### config.mk
export PLATFORM = sky130hd
export DESIGN_NAME = modport_conv_core
export DESIGN_NICKNAME = d
export VERILOG_FILES = /design/src/rtl/conv_pkg.sv /design/src/rtl/conv_mac.sv /design/src/rtl/modport_conv_core.sv
export SDC_FILE = /design/constraint.sdc
export NUM_CORES = 1
export LEC_CHECK = 0
export CAP_MARGIN = 20
export CORE_MARGIN = 2
export CORE_UTILIZATION = 58
export CTS_BUF_LIST = sky130_fd_sc_hd__clkbuf_16
export DETAILED_ROUTE_END_ITERATION = 12
export PLACE_DENSITY = 0.8
export REMOVE_ABC_BUFFERS = 1
export SYNTH_ARGS = -nofsm -noshare
export SYNTH_HDL_FRONTEND = slang
export SYNTH_SLANG_ARGS = --single-unit
### constraint.sdc
create_clock -name clk -period 5.9 [get_ports clk]
set_clock_uncertainty 0.1 [all_clocks]
set_input_delay 0.885 -clock clk [delete_from_list [all_inputs] [get_ports clk]]
set_output_delay 0.885 -clock clk [all_outputs]
set_load 0.05 [all_outputs]
### src/rtl/conv_pkg.sv
// Shared configuration, derived widths and FSM encoding for the convolution core.
package conv_pkg;

    typedef struct packed {
        int data_width;
        int fm_width;
        int fm_height;
        int in_ch;
        int out_ch;
        int kernel_size;
        int frac_bits;
    } config_t;

    typedef enum logic [1:0] {
        IDLE  = 2'd0,
        FETCH = 2'd1,
        EMIT  = 2'd2
    } state_t;

    // Index width for a 0..n-1 counter; never below one bit.
    function automatic int idx_w(input int n);
        return (n > 1) ? $clog2(n) : 1;
    endfunction

    function automatic int acc_w(input config_t c);
        return 2 * c.data_width + $clog2(c.kernel_size * c.kernel_size * c.in_ch);
    endfunction

    localparam config_t DEFAULT_CFG = '{16, 128, 128, 2, 16, 3, 8};
    localparam int ACC_WIDTH = acc_w(DEFAULT_CFG);
    localparam int X_W       = idx_w(DEFAULT_CFG.fm_width);
    localparam int Y_W       = idx_w(DEFAULT_CFG.fm_height);
    localparam int CH_W      = idx_w(DEFAULT_CFG.out_ch);

endpackage

### src/rtl/conv_mac.sv
// Signed multiply-accumulate with arithmetic rescale and saturation.
// result reflects the accumulator including the current cycle's product.
module conv_mac #(
    parameter int DW   = 16,
    parameter int AW   = 36,
    parameter int FRAC = 8
) (
    input  logic                 clk,
    input  logic                 arst,
    input  logic                 clear,
    input  logic                 en,
    input  logic signed [DW-1:0] a,
    input  logic signed [DW-1:0] b,
    output logic signed [DW-1:0] result
);

    localparam logic signed [AW-1:0] MAX_V = {{(AW-DW+1){1'b0}}, {(DW-1){1'b1}}};
    localparam logic signed [AW-1:0] MIN_V = {{(AW-DW+1){1'b1}}, {(DW-1){1'b0}}};

    logic signed [2*DW-1:0] prod;
    logic signed [AW-1:0]   acc;
    logic signed [AW-1:0]   acc_next;
    logic signed [AW-1:0]   scaled;

    assign prod     = a * b;
    assign acc_next = en ? acc + AW'(prod) : acc;
    assign scaled   = acc_next >>> FRAC;

    always_comb begin
        result = scaled[DW-1:0];
        if (scaled > MAX_V) begin
            result = MAX_V[DW-1:0];
        end else if (scaled < MIN_V) begin
            result = MIN_V[DW-1:0];
        end
    end

    always_ff @(posedge clk or posedge arst) begin
        if (arst) begin
            acc <= '0;
        end else if (clear) begin
            acc <= '0;
        end else begin
            acc <= acc_next;
        end
    end

endmodule

### src/rtl/modport_conv_core.sv
// Streaming KxK "same" convolution: walks y,x,ch,ky,kx,inch and pulls one
// a/b word pair per in-bounds tap; padding taps cost a cycle with no handshake.
module modport_conv_core
    import conv_pkg::*;
#(
    parameter int DATA_WIDTH         = 16,
    parameter int FEATURE_MAP_WIDTH  = 128,
    parameter int FEATURE_MAP_HEIGHT = 128,
    parameter int INPUT_NB_CHANNELS  = 2,
    parameter int OUTPUT_NB_CHANNELS = 16,
    parameter int KERNEL_SIZE        = 3,
    parameter int FRAC_BITS          = 8,
    parameter int XW                 = idx_w(FEATURE_MAP_WIDTH),
    parameter int YW                 = idx_w(FEATURE_MAP_HEIGHT),
    parameter int CHW                = idx_w(OUTPUT_NB_CHANNELS)
) (
    input  logic                         clk,
    input  logic                         arst,
    input  logic                         start,
    output logic                         running,
    input  logic signed [DATA_WIDTH-1:0] a_input,
    input  logic                         a_valid,
    output logic                         a_ready,
    input  logic signed [DATA_WIDTH-1:0] b_input,
    input  logic                         b_valid,
    output logic                         b_ready,
    output logic signed [DATA_WIDTH-1:0] output_data,
    output logic                         output_valid,
    output logic [XW-1:0]                output_x,
    output logic [YW-1:0]                output_y,
    output logic [CHW-1:0]               output_ch
);

    localparam config_t CFG = '{DATA_WIDTH, FEATURE_MAP_WIDTH, FEATURE_MAP_HEIGHT,
                                INPUT_NB_CHANNELS, OUTPUT_NB_CHANNELS,
                                KERNEL_SIZE, FRAC_BITS};
    localparam int AW   = acc_w(CFG);
    localparam int KW   = idx_w(CFG.kernel_size);
    localparam int IW   = idx_w(CFG.in_ch);
    localparam int SW   = ((XW > YW) ? XW : YW) + KW + 1;
    localparam int HALF = CFG.kernel_size / 2;

    state_t                  state;
    logic [YW-1:0]           y;
    logic [XW-1:0]           x;
    logic [CHW-1:0]          ch;
    logic [KW-1:0]           ky;
    logic [KW-1:0]           kx;
    logic [IW-1:0]           inch;
    logic [SW-1:0]           sx;
    logic [SW-1:0]           sy;
    logic                    in_bounds;
    logic                    fire;
    logic                    step;
    logic                    last_tap;
    logic                    last_pixel;
    logic signed [DATA_WIDTH-1:0] result;

    // Tap position offset by HALF so the bounds test stays unsigned.
    assign sx = SW'(x) + SW'(kx);
    assign sy = SW'(y) + SW'(ky);
    assign in_bounds = (sx >= SW'(HALF)) && (sx < SW'(CFG.fm_width + HALF)) &&
                       (sy >= SW'(HALF)) && (sy < SW'(CFG.fm_height + HALF));

    assign fire    = (state == FETCH) && in_bounds && a_valid && b_valid;
    assign step    = (state == FETCH) && (!in_bounds || fire);
    assign a_ready = fire;
    assign b_ready = fire;

    assign last_tap = (inch == IW'(CFG.in_ch - 1)) &&
                      (kx == KW'(CFG.kernel_size - 1)) &&
                      (ky == KW'(CFG.kernel_size - 1));
    assign last_pixel = (ch == CHW'(CFG.out_ch - 1)) &&
                        (x == XW'(CFG.fm_width - 1)) &&
                        (y == YW'(CFG.fm_height - 1));

    conv_mac #(
        .DW   (DATA_WIDTH),
        .AW   (AW),
        .FRAC (CFG.frac_bits)
    ) u_mac (
        .clk    (clk),
        .arst   (arst),
        .clear  ((state != FETCH) || (step && last_tap)),
        .en     (fire),
        .a      (a_input),
        .b      (b_input),
        .result (result)
    );

    always_ff @(posedge clk or posedge arst) begin
        if (arst) begin
            state        <= IDLE;
            running      <= 1'b0;
            y            <= '0;
            x            <= '0;
            ch           <= '0;
            ky           <= '0;
            kx           <= '0;
            inch         <= '0;
            output_data  <= '0;
            output_valid <= 1'b0;
            output_x     <= '0;
            output_y     <= '0;
            output_ch    <= '0;
        end else begin
            output_valid <= 1'b0;
            unique case (state)
                IDLE: begin
                    if (start) begin
                        state   <= FETCH;
                        running <= 1'b1;
                        y       <= '0;
                        x       <= '0;
                        ch      <= '0;
                        ky      <= '0;
                        kx      <= '0;
                        inch    <= '0;
                    end
                end
                FETCH: begin
                    if (step) begin
                        if (inch != IW'(CFG.in_ch - 1)) begin
                            inch <= inch + 1'b1;
                        end else begin
                            inch <= '0;
                            if (kx != KW'(CFG.kernel_size - 1)) begin
                                kx <= kx + 1'b1;
                            end else begin
                                kx <= '0;
                                if (ky != KW'(CFG.kernel_size - 1)) begin
                                    ky <= ky + 1'b1;
                                end else begin
                                    ky <= '0;
                                end
                            end
                        end
                        if (last_tap) begin
                            state        <= EMIT;
                            output_valid <= 1'b1;
                            output_data  <= result;
                            output_x     <= x;
                            output_y     <= y;
                            output_ch    <= ch;
                        end
                    end
                end
                EMIT: begin
                    if (last_pixel) begin
                        state   <= IDLE;
                        running <= 1'b0;
                    end else begin
                        state <= FETCH;
                        if (ch != CHW'(CFG.out_ch - 1)) begin
                            ch <= ch + 1'b1;
                        end else begin
                            ch <= '0;
                            if (x != XW'(CFG.fm_width - 1)) begin
                                x <= x + 1'b1;
                            end else begin
                                x <= '0;
                                y <= y + 1'b1;
                            end
                        end
                    end
                end
                default: state <= IDLE;
            endcase
        end
    end

endmodule

==> run summary, run 1 <==
The flow ran to the end, but the final reports show violations. The checks that failed: setup timing. The post-layout worst setup margin is -2.08 ns. The register-to-register path setup slack is -0.97 ns. The starting density of the core is about 59%. The number of hold violations in the final report is 0. After the flow finishes, the layout carries non-filler instances totaling around 2600.

The die outline area is roughly 0.03 mm². Dividing the detail-routed via count by the number of cells gives between 6 and 7. The placement row count is slightly above 60. The xor/xnor share of the synthesized area is approximately 1.7%. The fraction of layout instances using a drive strength above 1 came out at between 30% and 40%. The sum of met3 wire segment lengths after detailed routing is between 6000 and 7000 µm. The number of clock buffers added by TritonCTS is 9. The post-synthesis average cell area came out at around 9.4 µm². After Yosys synthesis, full adders, half adders and majority gates account for 46.9% of the synthesized area.

The share of the synthesized area in the top cell type came out at 38.2%. The slowest stage of the critical path is the sky130_fd_sc_hd__fa_1 cell. Of the synthesized area, sequential elements account for approximately 15%.

Summing the areas of all compound-gate instances in the mapped netlist gives approximately 8.4% of the synthesized area. The number of max-slew violations in the final report was 0. The final estimated routing congestion in global placement came out at roughly 0.88. By instance count, the cell type seen most on the critical path is sky130_fd_sc_hd__fa_1. The endpoint class of the critical path is a register.

CTS saw a little under 100 sinks. The deepest clock path buffer count came out at 2. The net total in the final layout is ~2600. The core box area came out at between 0.02 and 0.03 mm².

The final antenna-violating net count is 0. The ratio of final minimum period to clock period is 135%. Data on the critical path arrives at its endpoint at 8.14 ns. The reported max-cap violation count is 0. In this run the clock root is driven by a sky130_fd_sc_hd__clkbuf_16. For the pin with the worst max-slew slack, the measured transition is between 0.8 and 0.9 ns. The placed cell count is about 2400.

The time the worst path needs with I/O delays and setup came out at roughly 8 ns. The global routing usage summed across all routing layers came out at between 30% and 40%. The min-delay analysis places its worst path in the category reg -> reg. The post-route worst hold slack came out at about 0.41 ns. The most common cell in the synthesized netlist is sky130_fd_sc_hd__inv_1. STA puts the critical path data required time at just over 6 ns. The count of unique library cells instantiated by Yosys came out at a little under 80. The setup path with the least slack is of type in -> reg. TritonCTS built the clock tree. The number of register bits inferred by synthesis is between 90 and 100. The initial antenna violation count came out at 3. Entering global routing, the biggest net connects 58 pins. The number of iterations in the first detailed-routing pass came out at 8. By area the synthesized netlist is led by sky130_fd_sc_hd__fa_1, sky130_fd_sc_hd__dfrtp_1, sky130_fd_sc_hd__ha_1, sky130_fd_sc_hd__inv_1, sky130_fd_sc_hd__and2_1. Fill cells in the final layout number between 1500 and 2000. After synthesis, the most frequently instantiated cells are sky130_fd_sc_hd__inv_1, sky130_fd_sc_hd__fa_1, sky130_fd_sc_hd__nand2_1. The fraction of registers with async set/reset is 100%. The floorplan step set the die height to ~170 µm. The x dimension of the die is 174 µm. Setup repair after global routing could not meet its margin everywhere. Setup violations remaining at the end of the flow were counted as 43.

The number of global-route vias before repair is 16690. The number of synthesis warnings came out at 0. The instance count of the mapped netlist came out at approximately 1800. Counting flops with a built-in enable in the synthesized netlist gives 0. Summed over all nets, wire length on met2 after detailed routing comes to 29000 µm.

The H-tree was split into 3 levels. Of the post-synthesis cell area, the part taken by muxes is 1.97%. Summed over all layers, the global routing overflow is 0. Static timing analysis puts the maximum clock frequency at between 100 and 150 MHz. The maximum cell stage delay along the critical path is around 0.75 ns. The vias after detailed routing is 15502. After synthesis, the largest family of logic cells by area is adder cells. The worst setup path is launched from a primary input.

The count of pins on the block boundary came out at 75. The highest fanout seen on the critical path came out at 6. The post-CTS clock slew at the launch and capture registers of the worst setup and hold paths is approximately 0.070 ns. The detail-routed net length per standard cell came out at around 24 µm. The clock latency on the worst-skew pair came out at around 0.35 ns. The largest area contributor in the synthesized netlist is sky130_fd_sc_hd__fa_1. The routed length on met1 is around 20000 µm.

Adding up every negative setup slack in the final design gives -56.79 ns. The overall routed net length is a little over 60000 µm. The synthesized netlist devotes 16.3% of its cell area to simple gates.

The wire length of the first global-routing pass is 85200 µm. In this run the tool buffered the top-level ports with between 70 and 80 buffer cells. For this block, the initial DRC count from the detailed router was 1537. The area growth from synthesis to layout is 35.7%.

Routed signal wires occupy layers up through met5. In the synthesized netlist the dominant register cell turns out to be sky130_fd_sc_hd__dfrtp_1. The worst pin sits at a relative slew slack of around 46%. The DRC violation count after routing came out at 0.

In this run the cell area of the synthesized design comes to 0.0168 mm². Summed over all nets, the half-perimeter wirelength after detailed placement is around 34000 µm.
critical path: cells and delay by family:
| family | cells | cell delay [ns] |
|---|---|---|
| AND/OR/NAND/NOR | 5 | 1.29 |
| AO/OA/AOI/OAI | 6 | 1.33 |
| adder cells (fa/ha/maj) | 7 | 3.52 |
| buffers and inverters | 9 | 1.10 |
layer usage:
| layer | vias to the layer above | global-route usage [%] |
|---|---|---|
| li1 | 6283 | - |
| met5 | - | 0 |
| met3 | 489 | 6.82 |
| met1 | 7626 | 40.8 |
| met4 | 4 | 20.3 |
| met2 | 1100 | 62.9 |
path summary, 6_finish.rpt:
kind,start,endpoint,depth (start not counted)
max reg2reg,u_mac.acc[15],output_data[1],24
min,output_x[0],output_x[0],1
min reg2reg,output_x[0],output_x[0],1
max in group asynchronous,arst,u_mac.acc[24],3
min in group asynchronous,arst,output_data[3],2
max,b_input[1],output_data[1],27
stage by stage:
| stage | cell area (µm²) | util, % | setup WS, ns |
|---|---|---|---|
| 6_report | 22700 | 79.6 | -2.08 |
| 5_1_grt | 22700 | 79.6 | -2.12 |
| 4_1_cts | 22000 | 77.0 | -1.43 |
| 3_5_place_dp | 19600 | 68.6 | -2.74 |
| 3_3_place_gp | 19600 | 68.6 | -2.58 |
| 2_1_floorplan | 16500 | - | -1.99 |
layout make-up:
type,instances,area [µm²],area share (%)
multi-input cells,1254,14100,62.2
repair buffers,425,3950,17.4
flip-flops and latches,98,2450,10.8
inverters,374,1410,6.22
well taps,384,480,2.11
clock buffers,9,225,0.991
clock inverters,7,60.1,0.264
diodes,1,2.50,0.0110
registers in the layout, summed over array words and instances, names as in the netlist, 2 cells and up:
name	cells
ch	4
kx	2
ky	2
output_ch	4
output_data	16
output_x	7
output_y	7
state	2
u_mac.acc	37
x	7
y	7
kinds of logic after synthesis:
kind of cell,count (synthesis)
compound gates,214
buf+inv,438
flops,98
mux,30
fa+ha+maj,436
simple gates,541
xor+xnor,33
repair_timing:
action	CTS	global route
pin swaps	220	127
resized for setup	472	168
setup endpoints to repair	45	44
cloned	11	0
setup buffers	87	35
hold buffers	0	0
cell usage in the layout, fill, tap and decap left out, types with 10 or more instances in the layout:
cell type / n
sky130_fd_sc_hd__a21oi_2: 26
sky130_fd_sc_hd__buf_12: 18
sky130_fd_sc_hd__dfrtp_1: 98
sky130_fd_sc_hd__ha_4: 26
sky130_fd_sc_hd__inv_1: 319
sky130_fd_sc_hd__xor2_1: 12
sky130_fd_sc_hd__clkdlybuf4s50_1: 43
sky130_fd_sc_hd__o21ai_0: 27
sky130_fd_sc_hd__a21oi_4: 14
sky130_fd_sc_hd__and2_1: 94
sky130_fd_sc_hd__ha_1: 88
sky130_fd_sc_hd__fa_2: 21
sky130_fd_sc_hd__o21ai_2: 13
sky130_fd_sc_hd__nor3_1: 10
sky130_fd_sc_hd__nand2_4: 11
sky130_fd_sc_hd__nor2b_1: 16
sky130_fd_sc_hd__nand4_1: 13
sky130_fd_sc_hd__inv_2: 52
sky130_fd_sc_hd__fa_1: 299
sky130_fd_sc_hd__nor2_1: 74
sky130_fd_sc_hd__a21oi_1: 34
sky130_fd_sc_hd__nand2b_1: 11
sky130_fd_sc_hd__mux2_2: 19
sky130_fd_sc_hd__and2_4: 36
sky130_fd_sc_hd__nand3_1: 19
sky130_fd_sc_hd__buf_2: 11
sky130_fd_sc_hd__nand2_1: 151
sky130_fd_sc_hd__buf_4: 250
sky130_fd_sc_hd__buf_6: 89
sky130_fd_sc_hd__nand2_2: 31
sky130_fd_sc_hd__xnor2_1: 12
Power of run 1 is not shown: default switching activity piles up to over one toggle a cycle in this logic, so the estimate is an artifact.
==> run 2, diff against run 1 <==
--- a/config.mk
+++ b/config.mk
@@ -10,8 +10,10 @@
 export CORE_UTILIZATION = 58
 export CTS_BUF_LIST = sky130_fd_sc_hd__clkbuf_16
 export DETAILED_ROUTE_END_ITERATION = 12
+export MAX_ROUTING_LAYER = met4
 export PLACE_DENSITY = 0.8
 export REMOVE_ABC_BUFFERS = 1
+export SKIP_CTS_REPAIR_TIMING = 1
 export SYNTH_ARGS = -nofsm -noshare
 export SYNTH_HDL_FRONTEND = slang
 export SYNTH_SLANG_ARGS = --single-unit
==> run 2 against run 1 <==
The run still ends with setup timing left. Cell count decreased by 1.4%. Wire length decreased by 15%. Global-route usage decreased by 5.9 points. Sequential share of layout area increased by 0.24 points. Clock-buffer cell count unchanged. Utilization decreased by 1.7 points. Worst hold slack got worse by 0.0011 ns. Design area decreased by 2.2%. Sequential cell count unchanged. Register-to-register slack improved by 0.18 ns. Worst setup slack improved by 0.12 ns. Largest cell class unchanged.
==> run summary, run 2 (synthesized netlist as in run 1, its figures left out) <==
The critical setup path kind is in -> reg. The worst hold endpoint is output_y[0]. The number of max-slew violations in the final report is 0 (unchanged). The fmax came out at 127 MHz (+1.6%). The fraction of layout instances using a drive strength above 1 came out at 31.7% (-2.9 points).

The area taken by flip-flops and latches was 0.00245 mm² (unchanged). The cell depth of the worst min-delay path came out at 1 (unchanged). The number of antenna diodes was 0 (-1).

The capturing point of the worst reg2reg path is output_data[6]. The sum of met3 wire segment lengths after detailed routing came out at 3630 µm (-40%). The number of buffer and inverter stages on the critical path came out at 7 (-2).

The post-CTS clock slew at the launch and capture registers of the worst setup and hold paths is 0.07 ns (about the same). The arrival time at the worst endpoint came to 8.04 ns (-0.10 ns). The number of violations reported at the end of detailed-routing iteration 0 came out at 1141 (-26%). The TritonCTS clock tree is done. The number of I/O port buffers is 74 (unchanged). The clock latency on the worst-skew pair came out at 0.35 ns (about the same).

The highest fanout seen on the critical path is 6 (unchanged). The number of inserted filler cells in the final layout is 1649 (+7.3%). The total met2 wirelength after detailed routing is 26300 µm (-9.5%).

The starting density of the core came out at 58.7% (unchanged). The post-detailed-route via-to-cell ratio came out at 5.79 (-4.8%). The post-layout worst setup margin came to -1.96 ns (+0.122 ns). The x dimension of the die is 174 µm (unchanged). The ratio of final minimum period to clock period came out at 133% (-2.1 points). The die outline area came out at 0.0303 mm² (unchanged).

The DRC violation count after routing came out at 0 (unchanged). The number of iterations in the first detailed-routing pass is 6 (-2). The reported max-cap violation count came out at 0 (unchanged). Among all stages on the critical path, the largest delay is contributed by sky130_fd_sc_hd__fa_1. The relative slew slack is 46.8% (+0.85 points).

In this run the clock root is driven by a sky130_fd_sc_hd__clkbuf_16. The register-to-register path setup slack is -0.79 ns (+0.18 ns). The final estimated routing congestion in global placement is 0.914 (+3.4%).

The initial antenna violation count is 0 (-3). Setup repair after global routing could not meet its margin everywhere. The total overflow reported by the global router came to 0 (unchanged). The CTS buffer count is 9 (unchanged).

STA classifies the critical path endpoint as a register. The core box area came out at 0.0285 mm² (unchanged). The pin count of the biggest net entering global routing is 55 (-5.2%). The detail-routed net length per standard cell came out at 20.4 µm (-14%). The height of the chip came out at 174 µm (unchanged). The multi-input gate area in the final layout is 0.0140 mm² (-1.1%). The deepest clock path buffer count was 2 (unchanged). The placement row count was 62 (unchanged). The overall routed net length came out at 51400 µm (-15%). The number of flip-flops under the largest register name is 37 (unchanged). The checks that failed: setup timing. The largest registers in the layout are u_mac.acc (37), output_data (16). The number of hold violations in the final report came out at 0 (unchanged). The area growth from synthesis to layout came out at 32.8%. The wire length of the first global-routing pass is 70800 µm (-17%).

The time the worst path needs with I/O delays and setup is 7.86 ns (-0.122 ns). The worst setup slack after placement came out at -2.78 ns (-0.0458 ns). The number of setup violations in the final report is 42 (-2.3%).

In the layout the commonest cells are sky130_fd_sc_hd__inv_1, sky130_fd_sc_hd__fa_1, sky130_fd_sc_hd__buf_4. The vias after detailed routing came out at 14556 (-6.1%). The CTS H-tree depth is 3 (unchanged). The count of pins on the block boundary came out at 75 (unchanged). The final antenna-violating net count came out at 0 (unchanged). The maximum cell stage delay along the critical path came out at 0.61 ns (-0.14 ns). The slew at the pin with the worst max-slew slack is 0.798 ns (-0.0128 ns). The global routing usage summed across all routing layers was 29.8% (-5.9 points).

The logic depth of the worst register-to-register path is 22 (-8.3%). The number of global-route vias before repair came out at 14716 (-12%). The worst endpoint required time came out at 6.08 ns (about the same). The kind of cell adding the most delay to the critical path is adder cells. The min-delay analysis places its worst path in the category reg -> reg. The leading cell type in the layout, fill and taps excluded is sky130_fd_sc_hd__inv_1. The startpoint of the worst-slack reg-to-reg timing path is u_mac.acc[15]. The net total in the final layout came out at 2600 (-1.3%).

The detailed placement HPWL came out at 34800 µm (+1.9%). In this run the top signal layer used is met4. The routed length on met1 is 18300 µm (-7.6%).

The launching element type of the critical path is a primary input. In this run the most critical hold path is launched from output_y[0]. The total number of clock tree sinks is 98 (unchanged). The register containing the most flip-flops in the final layout is u_mac.acc. The most numerous cell type found on the critical path is sky130_fd_sc_hd__fa_1.

The flow ran to the end, but the final reports show violations.
==> run 2: changes by cell type in the layout (fill, tap and decap cells not counted), sizes merged <==
cell	previous run	this run
buf	378	322
clkbuf	10	31
dlymetal6s2s	0	3
clkdlybuf4s15	2	0
bufinv	0	1
diode	1	0
dlygate4sd2	1	0
inv	377	376
==> run 2: per-layer routing <==
metal  vias to the layer above  global-route usage, %
li1                       6202                      -
met1                      7309                   36.1
met2                       739                   51.5
met3                       306                   3.39
met4                         0                   11.2
met5                         -                      -
==> run 2: layout make-up <==
cell class | count | share of cell area [%]
clock buffer | 9 | 1.01
inverter | 374 | 6.36
tap | 384 | 2.16
clock inverter | 7 | 0.337
multi-input combinational | 1254 | 62.9
timing repair buffer | 390 | 16.2
sequential | 98 | 11.0
==> run 2: metrics by stage <==
step	util (%)	setup TNS (ns)	area [µm²]	cells	hold slack, ns
2_1_floorplan	-	-43.14	16500	1726	0.381
6_report	77.9	-48.75	22200	2516	0.407
3_5_place_dp	68.7	-86.00	19600	2417	0.394
4_1_cts	69.7	-70.85	19900	2433	0.411
3_3_place_gp	68.7	-80.57	19600	2417	0.390
5_1_grt	77.9	-58.31	22200	2516	0.418
==> run 2: how the worst max path moves through the flow <==
stage,to,slack [ns],startpoint,cells past startpoint
finish,output_data[6],-1.96,a_input[10],26
global route,output_data[6],-2.21,a_input[10],26
global placement,output_data[7],-2.62,a_input[15],26
CTS,output_data[8],-2.46,a_input[15],26
floorplan,output_data[0],-1.99,b_input[1],24
detailed placement,output_data[8],-2.78,a_input[15],26
Power of run 2 is left out for the same reason.
==> run 3, diff against run 2 <==
--- a/config.mk
+++ b/config.mk
@@ -6,12 +6,13 @@
 export NUM_CORES = 1
 export LEC_CHECK = 0
 export CAP_MARGIN = 20
+export CORE_ASPECT_RATIO = 0.8
 export CORE_MARGIN = 2
 export CORE_UTILIZATION = 58
 export CTS_BUF_LIST = sky130_fd_sc_hd__clkbuf_16
 export DETAILED_ROUTE_END_ITERATION = 12
 export MAX_ROUTING_LAYER = met4
-export PLACE_DENSITY = 0.8
+export PLACE_DENSITY = 0.89
 export REMOVE_ABC_BUFFERS = 1
 export SKIP_CTS_REPAIR_TIMING = 1
 export SYNTH_ARGS = -nofsm -noshare
==> run 3 against run 2 <==
The flow still finishes with violations (setup timing). Clock-buffer cell count stayed put. Worst hold slack better by 0.0018 ns. Cell count is 1.2% lower. Wire length is 3.4% higher. Register-to-register slack better by 0.20 ns. Sequential cell count stayed put. Die area hardly changed.
==> run summary, run 3 (synthesized netlist as in run 1, its figures left out) <==
The clock latency on the worst-skew pair is 0.35 ns (about the same). The wire length of the first global-routing pass came out at 73000 µm (+3.0%). The startpoint of the worst-slack reg-to-reg timing path is u_mac.acc[15]. The post-detailed-route via-to-cell ratio came out at 5.92 (+2.3%). The run finished, with violations left. The worst setup path is of the in -> reg kind. The post-route worst hold slack came to 0.409 ns (+0.00183 ns). The fraction of layout instances using a drive strength above 1 came to 29.8% (-1.9 points). The detail-routed net length per standard cell came out at 21.4 µm (+4.6%). The number of inserted filler cells in the final layout came out at 1648 (-0.061%).

The initial antenna violation count came to 6 (+6). In the layout the commonest cells are sky130_fd_sc_hd__inv_1, sky130_fd_sc_hd__fa_1, sky130_fd_sc_hd__buf_4. CTS placed an instance of sky130_fd_sc_hd__clkbuf_16 at the clock tree root. The fmax came out at 128 MHz (+0.63%).

The overall routed net length was 53200 µm (+3.4%). The post-CTS clock slew at the launch and capture registers of the worst setup and hold paths is 0.07 ns (about the same). The total number of clock tree sinks was 98 (unchanged). The vias after detailed routing is 14716 (+1.1%).

The placement row count came out at 55 (-11%). The library cell used most frequently in the layout, excluding fill and tap cells, is sky130_fd_sc_hd__inv_1. The endpoint class of the critical path is a register. The setup total negative slack is -44.04 ns (+4.72 ns). The CTS H-tree depth is 3 (unchanged). The ratio of final minimum period to clock period is 132% (-0.84 points). The relative slew slack came out at 41.3% (-5.5 points). The x dimension of the die is 194 µm (+12%). The arrival time at the worst endpoint came out at 7.98 ns (-0.06 ns). The slew at the pin with the worst max-slew slack was 0.881 ns (+0.0828 ns).

TritonCTS built the clock tree. The number of global-route vias before repair is 15225 (+3.5%). The time the worst path needs with I/O delays and setup came to 7.81 ns (-0.0495 ns). The height of the chip came out at 156 µm (-10%).

The number of cells on the critical path is 28 (+7.7%). The cell depth of the worst min-delay path is 1 (unchanged). The logic depth of the worst register-to-register path is 23 (+4.5%). The die outline area came out at 0.0303 mm² (about the same). The largest registers in the layout are u_mac.acc (37), output_data (16). The number of iterations in the first detailed-routing pass came out at 5 (-1). The starting density of the core came to 59.1% (+0.40 points).

The area taken by flip-flops and latches is 0.00245 mm² (unchanged). In this run the worst hold path is classified as reg -> reg. The critical-path cell with the highest stage delay is sky130_fd_sc_hd__fa_2. The global routing usage summed across all routing layers is 31.0% (+1.2 points).

Setup repair after global routing could not meet its margin everywhere. The worst setup path is launched from a primary input. The critical path ends at output_data[10].

The number of violations reported at the end of detailed-routing iteration 0 is 1369 (+20%). The number of setup violations in the final report came out at 40 (-4.8%). The count of pins on the block boundary came out at 75 (unchanged). The number of buffer and inverter stages on the critical path came to 10 (+3).

The final estimated routing congestion in global placement came out at 0.953 (+4.3%). Broken down by cell family, the worst path's largest delay share belongs to adder cells. The DRC violation count after routing is 0 (unchanged). The area growth from synthesis to layout came out at 31.4%.

The maximum cell stage delay along the critical path is 0.61 ns (about the same). The worst endpoint required time came to 6.07 ns (about the same). The number of I/O port buffers came out at 74 (unchanged). The multi-input gate area in the final layout is 0.0138 mm² (-1.3%). The number of max-slew violations in the final report came out at 0 (unchanged).

The post-layout worst setup margin came out at -1.91 ns (+0.0495 ns). The final antenna-violating net count came out at 0 (unchanged). The worst setup slack after placement was -2.95 ns (-0.162 ns). In this run the critical register-to-register path is captured at output_data[10]. The most critical setup path has its startpoint at a_input[15]. The pin count of the biggest net entering global routing is 63 (+15%). The core box area was 0.0284 mm² (-0.68%). The number of flip-flops under the largest register name is 37 (unchanged). The most prevalent standard cell on the critical path is sky130_fd_sc_hd__fa_1.

The net total in the final layout was 2579 (-0.81%). The CTS buffer count is 9 (unchanged). The detailed placement HPWL is 36400 µm (+4.5%). The number of hold violations in the final report is 0 (unchanged). The register containing the most flip-flops in the final layout is u_mac.acc.

The final cell utilization of the core came out at 77.6% (-0.30 points). The reported max-cap violation count is 0 (unchanged). The highest fanout seen on the critical path came out at 5 (-1). The final reports fail on setup timing. The total overflow reported by the global router is 0 (unchanged). The deepest clock path buffer count came to 2 (unchanged). The register-to-register path setup slack is -0.59 ns (+0.20 ns).
run 3: changes by cell type in the layout (fill, tap and decap cells not counted), sizes merged:
cell,before,now
inv,376,374
diode,0,6
buf,322,298
clkdlybuf4s50,43,42
dlymetal6s2s,3,6
clkbuf,31,32
clkinvlp,2,3
bufinv,1,2
run 3: final cells by class:
type	count	share of cell area (%)
multi-input combinational	1254	62.7
timing repair buffer	369	16.1
sequential	98	11.1
inverter	374	6.44
tap	370	2.10
clock buffer	9	1.02
clock inverter	7	0.415
antenna	6	0.0682
run 3: worst min-delay path by stage:
stage                   endpoint         start
global route        output_ch[3]  output_ch[3]
floorplan                  ch[2]         ch[2]
global placement     output_y[2]   output_y[2]
CTS                  output_x[5]   output_x[5]
finish               output_x[5]   output_x[5]
detailed placement   output_x[5]   output_x[5]
run 3: per-layer routing:
| layer | vias up | part of all wire [%] | GRT usage, % |
|---|---|---|---|
| li1 | 6184 | - | - |
| met1 | 7381 | 35 | 38.2 |
| met2 | 847 | 49 | 53.0 |
| met3 | 304 | 9.5 | 4.71 |
| met4 | 0 | 5.7 | 10.1 |
| met5 | - | 0 | - |
run 3: per-stage QoR:
stage / area [µm²] / std cells
after floorplan: 16500 / 1726
after global placement: 19600 / 2396
after detailed placement: 19600 / 2396
after CTS: 19900 / 2412
after global routing: 22000 / 2487
final: 22000 / 2487
Power of run 3 is left out for the same reason.
